<file path="src/rtl/led_strip_pkg.sv">
// Shared definitions for the two-wire LED strip protocol, used by both the
// matrix driver and the loopback/chain receiver.
package led_strip_pkg;

  localparam int FRAME_BITS  = 32;
  localparam int START_ZEROS = 32;
  localparam logic [2:0] HDR = 3'b111;

  localparam int HDR_MSB    = 31;
  localparam int HDR_LSB    = 29;
  localparam int BRIGHT_MSB = 28;
  localparam int BRIGHT_LSB = 24;
  localparam int B_MSB      = 23;
  localparam int B_LSB      = 16;
  localparam int G_MSB      = 15;
  localparam int G_LSB      = 8;
  localparam int R_MSB      = 7;
  localparam int R_LSB      = 0;

  typedef enum logic {HUNT = 1'b0, ALIGNED = 1'b1} rx_state_e;

  function automatic logic is_pixel(input logic [FRAME_BITS-1:0] word);
    return word[HDR_MSB:HDR_LSB] == HDR;
  endfunction

endpackage

</file>
<file path="src/rtl/led_strip_rx_if.sv">
// Strip pins in, decoded pixel stream and frame status out.
interface led_strip_rx_if #(
  parameter int IDX_W = 8
);
  logic             led_ck;
  logic             led_di;
  logic             pix_valid;
  logic [4:0]       pix_bright;
  logic [7:0]       pix_b;
  logic [7:0]       pix_g;
  logic [7:0]       pix_r;
  logic [IDX_W-1:0] pix_index;
  logic             frame_start;
  logic             frame_done;
  logic [IDX_W-1:0] frame_len;
  logic             frame_err;

  modport master (
    input  led_ck, led_di,
    output pix_valid, pix_bright, pix_b, pix_g, pix_r, pix_index,
           frame_start, frame_done, frame_len, frame_err
  );

  modport slave (
    output led_ck, led_di,
    input  pix_valid, pix_bright, pix_b, pix_g, pix_r, pix_index,
           frame_start, frame_done, frame_len, frame_err
  );
endinterface

</file>
<file path="src/rtl/led_rx_sync.sv">
// Brings the strip clock/data pins into the clk domain and emits one data
// sample per strip-clock rising edge.
module led_rx_sync (
  input  logic clk,
  input  logic rst,
  input  logic led_ck,
  input  logic led_di,
  output logic bit_stb,
  output logic bit_val
);

  logic [1:0] ck_sync_reg;
  logic [1:0] di_sync_reg;
  logic       ck_hist_reg;
  logic       stb_reg;
  logic       val_reg;

  // Data shares the clock's pipeline depth so the sample lines up with the edge.
  always_ff @(posedge clk or posedge rst) begin
    if (rst) begin
      ck_sync_reg <= '0;
      di_sync_reg <= '0;
      ck_hist_reg <= 1'b0;
      stb_reg     <= 1'b0;
      val_reg     <= 1'b0;
    end else begin
      ck_sync_reg <= {ck_sync_reg[0], led_ck};
      di_sync_reg <= {di_sync_reg[0], led_di};
      ck_hist_reg <= ck_sync_reg[1];
      stb_reg     <= ck_sync_reg[1] & ~ck_hist_reg;
      val_reg     <= di_sync_reg[1];
    end
  end

  assign bit_stb = stb_reg;
  assign bit_val = val_reg;

endmodule

</file>
<file path="src/rtl/led_strip_rx.sv">
// LED strip receiver: hunts for the all-zero start frame, then decodes
// 32-bit LED frames into pixels with frame boundary/error reporting.
module led_strip_rx
  import led_strip_pkg::*;
#(
  parameter int TIMEOUT = 1024,
  parameter int IDX_W   = 8
) (
  input  logic           clk,
  input  logic           rst,
  led_strip_rx_if.master bus
);

  localparam int              TMO_W    = $clog2(TIMEOUT + 1);
  localparam logic [TMO_W-1:0] TMO_MAX  = TMO_W'(TIMEOUT);
  localparam logic [TMO_W-1:0] TMO_LAST = TMO_W'(TIMEOUT - 1);
  localparam logic [5:0]       RUN_FULL = 6'(START_ZEROS);
  localparam int              BC_W     = $clog2(FRAME_BITS);
  localparam logic [BC_W-1:0]  LAST_BIT = BC_W'(FRAME_BITS - 1);
  localparam logic [IDX_W-1:0] CNT_MAX  = '1;

  logic bit_stb;
  logic bit_val;

  led_rx_sync u_sync (
    .clk     (clk),
    .rst     (rst),
    .led_ck  (bus.led_ck),
    .led_di  (bus.led_di),
    .bit_stb (bit_stb),
    .bit_val (bit_val)
  );

  rx_state_e             state_reg;
  logic [5:0]            run_reg;
  logic [BC_W-1:0]       bit_cnt_reg;
  logic [FRAME_BITS-2:0] word_reg;
  logic [IDX_W-1:0]      count_reg;
  logic [TMO_W-1:0]      tmo_reg;

  logic                  pix_valid_reg;
  logic [4:0]            bright_reg;
  logic [7:0]            b_reg;
  logic [7:0]            g_reg;
  logic [7:0]            r_reg;
  logic [IDX_W-1:0]      index_reg;
  logic                  frame_start_reg;
  logic                  frame_done_reg;
  logic [IDX_W-1:0]      frame_len_reg;
  logic                  frame_err_reg;

  // Only the low 31 bits are stored; the incoming bit completes the word.
  logic [FRAME_BITS-1:0] word_shift;
  assign word_shift = {word_reg, bit_val};

  always_ff @(posedge clk or posedge rst) begin
    if (rst) begin
      state_reg       <= HUNT;
      run_reg         <= '0;
      bit_cnt_reg     <= '0;
      word_reg        <= '0;
      count_reg       <= '0;
      tmo_reg         <= '0;
      pix_valid_reg   <= 1'b0;
      bright_reg      <= '0;
      b_reg           <= '0;
      g_reg           <= '0;
      r_reg           <= '0;
      index_reg       <= '0;
      frame_start_reg <= 1'b0;
      frame_done_reg  <= 1'b0;
      frame_len_reg   <= '0;
      frame_err_reg   <= 1'b0;
    end else begin
      pix_valid_reg   <= 1'b0;
      frame_start_reg <= 1'b0;
      frame_done_reg  <= 1'b0;
      frame_err_reg   <= 1'b0;

      if (bit_stb)
        tmo_reg <= '0;
      else if (tmo_reg != TMO_MAX)
        tmo_reg <= tmo_reg + 1'b1;

      if (bit_stb) begin
        if (state_reg == HUNT) begin
          if (!bit_val) begin
            if (run_reg != RUN_FULL)
              run_reg <= run_reg + 1'b1;
          end else if (run_reg == RUN_FULL) begin
            // The aligning 1 is the header MSB of the first LED frame.
            state_reg       <= ALIGNED;
            frame_start_reg <= 1'b1;
            word_reg        <= (FRAME_BITS-1)'(1);
            bit_cnt_reg     <= BC_W'(1);
          end else begin
            run_reg <= '0;
          end
        end else begin
          word_reg <= word_shift[FRAME_BITS-2:0];
          if (bit_cnt_reg != LAST_BIT) begin
            bit_cnt_reg <= bit_cnt_reg + 1'b1;
          end else begin
            bit_cnt_reg <= '0;
            if (is_pixel(word_shift)) begin
              pix_valid_reg <= 1'b1;
              bright_reg    <= word_shift[BRIGHT_MSB:BRIGHT_LSB];
              b_reg         <= word_shift[B_MSB:B_LSB];
              g_reg         <= word_shift[G_MSB:G_LSB];
              r_reg         <= word_shift[R_MSB:R_LSB];
              index_reg     <= count_reg;
              if (count_reg != CNT_MAX)
                count_reg <= count_reg + 1'b1;
            end else if (word_shift == '0) begin
              // An all-zero word doubles as the next start frame.
              if (count_reg != '0) begin
                frame_done_reg <= 1'b1;
                frame_len_reg  <= count_reg;
              end
              count_reg <= '0;
              state_reg <= HUNT;
              run_reg   <= RUN_FULL;
            end else begin
              frame_err_reg <= 1'b1;
              count_reg     <= '0;
              state_reg     <= HUNT;
              run_reg       <= '0;
            end
          end
        end
      end else if (state_reg == ALIGNED && tmo_reg == TMO_LAST) begin
        if (count_reg != '0) begin
          frame_done_reg <= 1'b1;
          frame_len_reg  <= count_reg;
        end
        count_reg   <= '0;
        bit_cnt_reg <= '0;
        word_reg    <= '0;
        state_reg   <= HUNT;
        run_reg     <= '0;
      end
    end
  end

  assign bus.pix_valid   = pix_valid_reg;
  assign bus.pix_bright  = bright_reg;
  assign bus.pix_b       = b_reg;
  assign bus.pix_g       = g_reg;
  assign bus.pix_r       = r_reg;
  assign bus.pix_index   = index_reg;
  assign bus.frame_start = frame_start_reg;
  assign bus.frame_done  = frame_done_reg;
  assign bus.frame_len   = frame_len_reg;
  assign bus.frame_err   = frame_err_reg;

endmodule
</file>
<file path="src/flat_wrapper.sv">
// flat-port wrapper written by rule: the top's interface ports become plain ports
module led_strip_rx_flat import led_strip_pkg::*;
#(
  parameter int TIMEOUT = 1024,
  parameter int IDX_W   = 8
)
  (clk, rst, bus_led_ck, bus_led_di, bus_pix_valid, bus_pix_bright, bus_pix_b, bus_pix_g, bus_pix_r, bus_pix_index, bus_frame_start, bus_frame_done, bus_frame_len, bus_frame_err);
  led_strip_rx_if #(.IDX_W(IDX_W)) bus_i ();
  input  logic clk;
  input  logic rst;
  input wire logic [$bits(bus_i.led_ck)-1:0] bus_led_ck;
  input wire logic [$bits(bus_i.led_di)-1:0] bus_led_di;
  output wire logic [$bits(bus_i.pix_valid)-1:0] bus_pix_valid;
  output wire logic [$bits(bus_i.pix_bright)-1:0] bus_pix_bright;
  output wire logic [$bits(bus_i.pix_b)-1:0] bus_pix_b;
  output wire logic [$bits(bus_i.pix_g)-1:0] bus_pix_g;
  output wire logic [$bits(bus_i.pix_r)-1:0] bus_pix_r;
  output wire logic [$bits(bus_i.pix_index)-1:0] bus_pix_index;
  output wire logic [$bits(bus_i.frame_start)-1:0] bus_frame_start;
  output wire logic [$bits(bus_i.frame_done)-1:0] bus_frame_done;
  output wire logic [$bits(bus_i.frame_len)-1:0] bus_frame_len;
  output wire logic [$bits(bus_i.frame_err)-1:0] bus_frame_err;
  assign bus_i.led_ck = bus_led_ck;
  assign bus_i.led_di = bus_led_di;
  assign bus_pix_valid = bus_i.pix_valid;
  assign bus_pix_bright = bus_i.pix_bright;
  assign bus_pix_b = bus_i.pix_b;
  assign bus_pix_g = bus_i.pix_g;
  assign bus_pix_r = bus_i.pix_r;
  assign bus_pix_index = bus_i.pix_index;
  assign bus_frame_start = bus_i.frame_start;
  assign bus_frame_done = bus_i.frame_done;
  assign bus_frame_len = bus_i.frame_len;
  assign bus_frame_err = bus_i.frame_err;
  led_strip_rx #(.TIMEOUT(TIMEOUT), .IDX_W(IDX_W)) u_core (.clk(clk), .rst(rst), .bus(bus_i));
endmodule
</file>
<file path="config.mk">
export PLATFORM = sky130hd
export DESIGN_NAME = led_strip_rx_flat
export DESIGN_NICKNAME = d
export VERILOG_FILES = /design/src/rtl/led_strip_pkg.sv /design/src/rtl/led_strip_rx_if.sv /design/src/rtl/led_rx_sync.sv /design/src/rtl/led_strip_rx.sv /design/src/flat_wrapper.sv
export SDC_FILE = /design/constraint.sdc
export NUM_CORES = 1
export LEC_CHECK = 0
export ABC_CLOCK_PERIOD_IN_PS = 4380
export CAP_MARGIN = 10
export CORE_UTILIZATION = 53
export CTS_BUF_LIST = sky130_fd_sc_hd__clkbuf_8
export DETAILED_ROUTE_END_ITERATION = 8
export PLACE_DENSITY = 0.79
export SYNTH_ARGS = -nofsm -noshare
export SYNTH_HDL_FRONTEND = slang
export SYNTH_SLANG_ARGS = --single-unit
</file>
<file path="constraint.sdc">
create_clock -name clk -period 4.38 [get_ports clk]
set_input_delay 1.095 -clock clk [delete_from_list [all_inputs] [get_ports clk]]
set_output_delay 1.095 -clock clk [all_outputs]
set_load 0.01 [all_outputs]
</file>
* Word level (Yosys, flattened, before mapping)
Cells that the tools add are included.
Cells by class: add/sub/neg operators 4, $mul 0, divide/modulo/power cells 0, order comparisons 0, eq/ne operators 18, shift-type cells 0, multiplexer cells 59, bitwise logic cells 3, reductions and logical operators 10
Operators with widths (count):
- $mux 31 | 5
- $mux 8 | 13
- $mux 6 | 9
- $logic_not 32->1 | 1
- $mux 5 | 6
- $mux 1 | 24
- $mux 11 | 2
- $add 11x1->11 const B | 1
- $eq 11x10->1 const B | 1
- $ne 11x11->1 const B | 1
- $reduce_and 5->1 | 2
- $ne 3x3->1 const B | 3
- $add 8x1->8 const B | 1
- $ne 8x8->1 const B | 1
- $reduce_and 4->1 | 2
- $reduce_bool 8->1 | 1
- $add 6x1->6 const B | 1
- $eq 6x6->1 const B | 1
- $ne 3x1->1 const B | 2
- $ne 6x6->1 const B | 1
- $add 5x1->5 const B | 1
- $ne 5x5->1 const B | 1
- $ne 2x1->1 const B | 2
- $ne 2x2->1 const B | 2
- other kinds (8) | 10
Storage, ports and cells: register bits after elaboration 118, bits in latches 0, bits in writable memories 0, memory bits (read-only) 0, input port bits 4, output and inout bits 49, memories kept 0

* Logic depth before layout (Yosys ltp)
depth after elaboration 7, mapped depth 9

* By module
Synthesis repeated with hierarchy kept, for this count alone.
Unflattened totals: cell total of the unflattened synthesis 392, area total of the unflattened synthesis 4865.9 um^2
By module, submodules not included:
- led_strip_rx | instances 1, cells an instance 383, area an instance 4673.2 um^2
- led_rx_sync | instances 1, cells an instance 9, area an instance 192.7 um^2

* Least setup slack after synthesis
OpenSTA, ideal clock, no wires.
kind register to register, start register u_core.bit_cnt_reg[0], end register u_core.frame_len_reg[0], in the netlist u_core.bus.frame_len[0], setup time 125 ps, arrival 2052 ps, path slack 2204 ps, cell stages (with the launch flop) 10, path buffers 0, period minus slack after synthesis 2176 ps, cells stage by stage dfrtp_1 -> ha_1 -> and3_1 -> ha_1 -> nand2_1 -> a31o_2 -> o31ai_1 -> nand2_1 -> inv_1 -> mux2_2
On the way: word-level cells in the longest chain between the ends 3
RTL lines:
- start: declaration | line led_strip_rx.sv:36 | logic [BC_W-1:0] bit_cnt_reg;
- start signal: assignment | line led_strip_rx.sv:102 | bit_cnt_reg <= bit_cnt_reg + 1'b1;
- $ne 5x5->1 | line led_strip_rx.sv:101 | if (bit_cnt_reg != LAST_BIT) begin
- $ne 2x2->1 (no line)
- $reduce_and 5->1 (no line)
- end signal: assignment | line led_strip_rx.sv:118 | frame_len_reg <= count_reg;
- end signal: assignment | line led_strip_rx.sv:134 | frame_len_reg <= count_reg;
- end: declaration | line led_strip_rx.sv:49 | logic [IDX_W-1:0] frame_len_reg;
No other way between the ends. A chain may end at the register's enable or synchronous reset.

* Final worst setup path
start register u_core.u_sync.stb_reg, in the netlist u_core.u_sync.bit_stb, end register u_core.count_reg[2]
On the way: word-level cells in the longest chain between the ends 2, elaborated cells on any way between the ends 6, those cells by class eq/ne (3); mux (1); reduce/logical (2)
RTL lines:
- start: declaration | line led_rx_sync.sv:15 | logic stb_reg;
- start signal: assignment | line led_rx_sync.sv:30 | stb_reg <= ck_sync_reg[1] & ~ck_hist_reg;
- $ne 3x3->1 (no line) (tied with other cells)
- $reduce_and 4->1 (no line)
- end signal: assignment | line led_strip_rx.sv:113 | count_reg <= count_reg + 1'b1;
- end: declaration | line led_strip_rx.sv:38 | logic [IDX_W-1:0] count_reg;
Parallel ways exist; a longest one is shown, timed or not.

==> load_flow_metrics.sql <==
INSERT INTO impl_metrics (metric_group, metric, value, unit) VALUES
('run_status', 'outcome', 'finished with violations', ''),
('run_status', 'failed_checks', 'design-rule violations', ''),
('synth', 'synth_largest_type_area_fraction', '60.20', '%'),
('synth', 'synth.avg_cell_area', '12.48', 'sq um'),
('sta', 'hold_viol_final', '0', ''),
('power_and_ir_drop', 'total_power', '2200', 'uW'),
('synth', 'synth_cells', '393', ''),
('sta', 'fin_worst_skew', '12.07', 'ps'),
('cells_and_area', 'diodes', '0', ''),
('placement', 'port_buffers', '52', ''),
('cts', 'cts.sink_count', '118', ''),
('cells_and_area', 'largest_reg_flops', '31', ''),
('setup_path', 'r2r_end', 'u_core.count_reg[2]', ''),
('setup_path', 'critical_path.max_fanout', '24', ''),
('setup_path', 'setup.worst_path.start_class', 'flip-flop', ''),
('drt', 'detail_route.wirelength', '9257', 'um'),
('cells_and_area', 'post_route_cells_drive_above_1_share', '18.74', '%'),
('cts', 'tritoncts', 'done', ''),
('cts', 'ctsLongestPathBuffers', '2', ''),
('cells_and_area', 'layout.filler_cells', '656', ''),
('die', 'io_count', '53', ''),
('drt', 'routedWlPerCell', '16.33', 'um'),
('synth', 'synth_async_sr_flop_share', '100.0', '%'),
('die', 'start_util', '55.43', '%'),
('placement', 'finalWeightedCongestion', '0.9039', ''),
('synth', 'synthesis.nets', '405', ''),
('setup_path', 'regToRegSetupSlack', '1300', 'ps'),
('cts', 'cts_bufs_inserted', '17', ''),
('power_and_ir_drop', 'power.density_cell_area', '370.2', 'mW/mm^2'),
('synth', 'synth-seq-cells', '118', ''),
('synth', 'yosys_warnings', '0', ''),
('sta', 'setup_viol_count_final', '0', ''),
('cts', 'ctsRootBufferMaster', 'sky130_fd_sc_hd__clkbuf_8', ''),
('setup_path', 'cp_cell_sequence', 'nand4_1, o311ai_1, or2_4, o21ai_0', ''),
('setup_path', 'cpMaxStageDelayCell', 'sky130_fd_sc_hd__o311ai_1', ''),
('cts', 'clk_pin_slew', '70', 'ps'),
('drt', 'remaining_drc_errors', '3', ''),
('setup_path', 'critical_path_class', 'reg2reg', ''),
('worst_hold_path', 'min-delay-path-class', 'reg2reg', ''),
('global_route', 'first_global_vias', '3311', ''),
('synth', 'synth-seq-area-share', '60.20', '%'),
('cts', 'holdBufCountCts', '0', ''),
('global_route', 'grt_max_degree', '67', ''),
('synth', 'post_synth_edffs', '0', ''),
('cts', 'post_cts.resized_instances', '0', ''),
('drt', 'iter_0_drt_violations', '191', ''),
('sta', 'slew_headroom', '24.84', '%'),
('sta', 'fin_setup_tns', '0', 'ps'),
('synth', 'syn-cell-area', '0.004905', 'sq mm'),
('setup_path', 'ff2ff_path_depth', '4', ''),
('die', 'die_area', '0.009643', 'sq mm'),
('global_route', 'grt_util_all_layers', '21.27', '%'),
('drt', 'vias', '3352', ''),
('placement', 'dp_hpwl', '5925', 'um'),
('sta', 'finalCritPeriodShare', '70.39', '%'),
('sta', 'transition_time_at_the_pin_with_the_least_slew_margin', '1110', 'ps'),
('run', 'max-cap-violations', '0', ''),
('die', 'core_area', '0.008848', 'sq mm'),
('worst_hold_path', 'min_delay_path_depth', '0', ''),
('synth', 'yosysUniqueCellTypes', '45', ''),
('worst_hold_path', 'holdCritStartpoint', 'u_core.u_sync.di_sync_reg[1]', ''),
('global_route', 'grt_antenna_before_repair', '0', ''),
('setup_path', 'crit_arrival', '3380', 'ps'),
('cts', 'worstSkewPairLatency', '420', 'ps'),
('setup_path', 'critPathMaxStageDelay', '1120', 'ps'),
('sta', 'setup_repair_after_global_routing_missed_its_margin', 'false', ''),
('synth', 'synth.area.top_cells', 'sky130_fd_sc_hd__dfrtp_1, sky130_fd_sc_hd__mux2_2, sky130_fd_sc_hd__a22o_1', ''),
('cells_and_area', 'sequential_cell_area', '0.002953', 'sq mm'),
('die', 'die_wd', '98.20', 'um'),
('drt', 'post_detailed_route_count_of_antenna_violating_nets', '0', ''),
('global_route', 'global_route.overflow_total', '0', '');
==> worst max path at each step <==
stage / start / end / slack, ps / cells after the start
final: u_core.u_sync.bit_stb / u_core.count_reg[2] / 1300 / 4
after global routing: u_core.u_sync.bit_stb / u_core.count_reg[5] / 1020 / 4
after CTS: u_core.u_sync.bit_stb / u_core.count_reg[2] / 1350 / 4
after detailed placement: u_core.u_sync.bit_stb / u_core.count_reg[2] / 1350 / 4
after global placement: u_core.u_sync.bit_stb / u_core.bus.pix_bright[0] / 1510 / 3
after floorplan: rst / u_core.bit_cnt_reg[0] / 160 / 1
==> through the flow <==
step                      util [%]  hold WS [ps]  area [sq um]  setup slack [ps]  instances
after CTS                    66.84         354.1          5914              1349        566
final                        67.15         350.0          5942              1297        567
after detailed placement     62.25         334.7          5508              1351        535
after floorplan                  -         331.2          4905             155.9        393
after global routing         67.15         362.2          5942              1023        567
after global placement       62.25         331.3          5508              1505        535
==> power breakdown <==
part	switching, uW	internal [uW]
combinational	44.8	28.3
sequential	22.3	1110
clock	426	572
total	493	1710
==> Yosys cell counts (7+ instances only) <==
cell	instances
sky130_fd_sc_hd__dfrtp_1	118
sky130_fd_sc_hd__mux2_2	39
sky130_fd_sc_hd__a22o_1	38
sky130_fd_sc_hd__nor2_1	22
sky130_fd_sc_hd__nand2_1	21
sky130_fd_sc_hd__o21ai_0	19
sky130_fd_sc_hd__nand3_1	17
sky130_fd_sc_hd__inv_1	11
sky130_fd_sc_hd__nor4_1	10
sky130_fd_sc_hd__buf_2	9
sky130_fd_sc_hd__clkbuf_1	8
sky130_fd_sc_hd__ha_1	8
sky130_fd_sc_hd__o31ai_1	7
==> logic make-up after synthesis <==
| group | share of synthesized area (%) |
|---|---|
| AND/OR/NAND/NOR | 11.40 |
| buffers and inverters | 2.679 |
| XOR/XNOR | 1.607 |
| multiplexers | 8.954 |
| flip-flops | 60.20 |
| AO/OA/AOI/OAI | 13.11 |
| adder cells (fa/ha/maj) | 2.041 |
==> placed cells by master, fill, tap and decap left out, types with 4 or more instances in the layout <==
cell type	instances
sky130_fd_sc_hd__nand2_1	21
sky130_fd_sc_hd__a22o_1	38
sky130_fd_sc_hd__a21oi_1	6
sky130_fd_sc_hd__xor2_1	6
sky130_fd_sc_hd__mux2_2	39
sky130_fd_sc_hd__clkbuf_8	18
sky130_fd_sc_hd__nand3_1	17
sky130_fd_sc_hd__ha_1	8
sky130_fd_sc_hd__clkinv_4	4
sky130_fd_sc_hd__dfrtp_1	118
sky130_fd_sc_hd__nor2_1	21
sky130_fd_sc_hd__o21ai_0	19
sky130_fd_sc_hd__clkdlybuf4s50_1	52
sky130_fd_sc_hd__inv_1	11
sky130_fd_sc_hd__and3_1	5
sky130_fd_sc_hd__nand2b_1	5
sky130_fd_sc_hd__nor4_1	10
sky130_fd_sc_hd__o31ai_1	7
==> layout make-up <==
class                      instances  area share [%]
sequential                       118           49.69
multi-input combinational        244           30.76
timing repair buffer              55           9.686
clock buffer                      18           4.169
clock inverter                    13           2.674
tap                              108           2.274
inverter                          11          0.7370
==> worst max-delay path: cells and delay by family (launching register included) <==
family	cells	cell delay, ps
compound gates	2	1210
simple gates	2	930
flops	1	830
==> per-layer routing <==
| layer | global-route usage [%] | part of all wire [%] |
|---|---|---|
| met5 | 0 | 0 |
| met4 | 9.414 | 1.6 |
| met3 | 5.583 | 4.9 |
| met2 | 31.64 | 48 |
| met1 | 29.66 | 45 |
(Power assumes the default switching activity.)
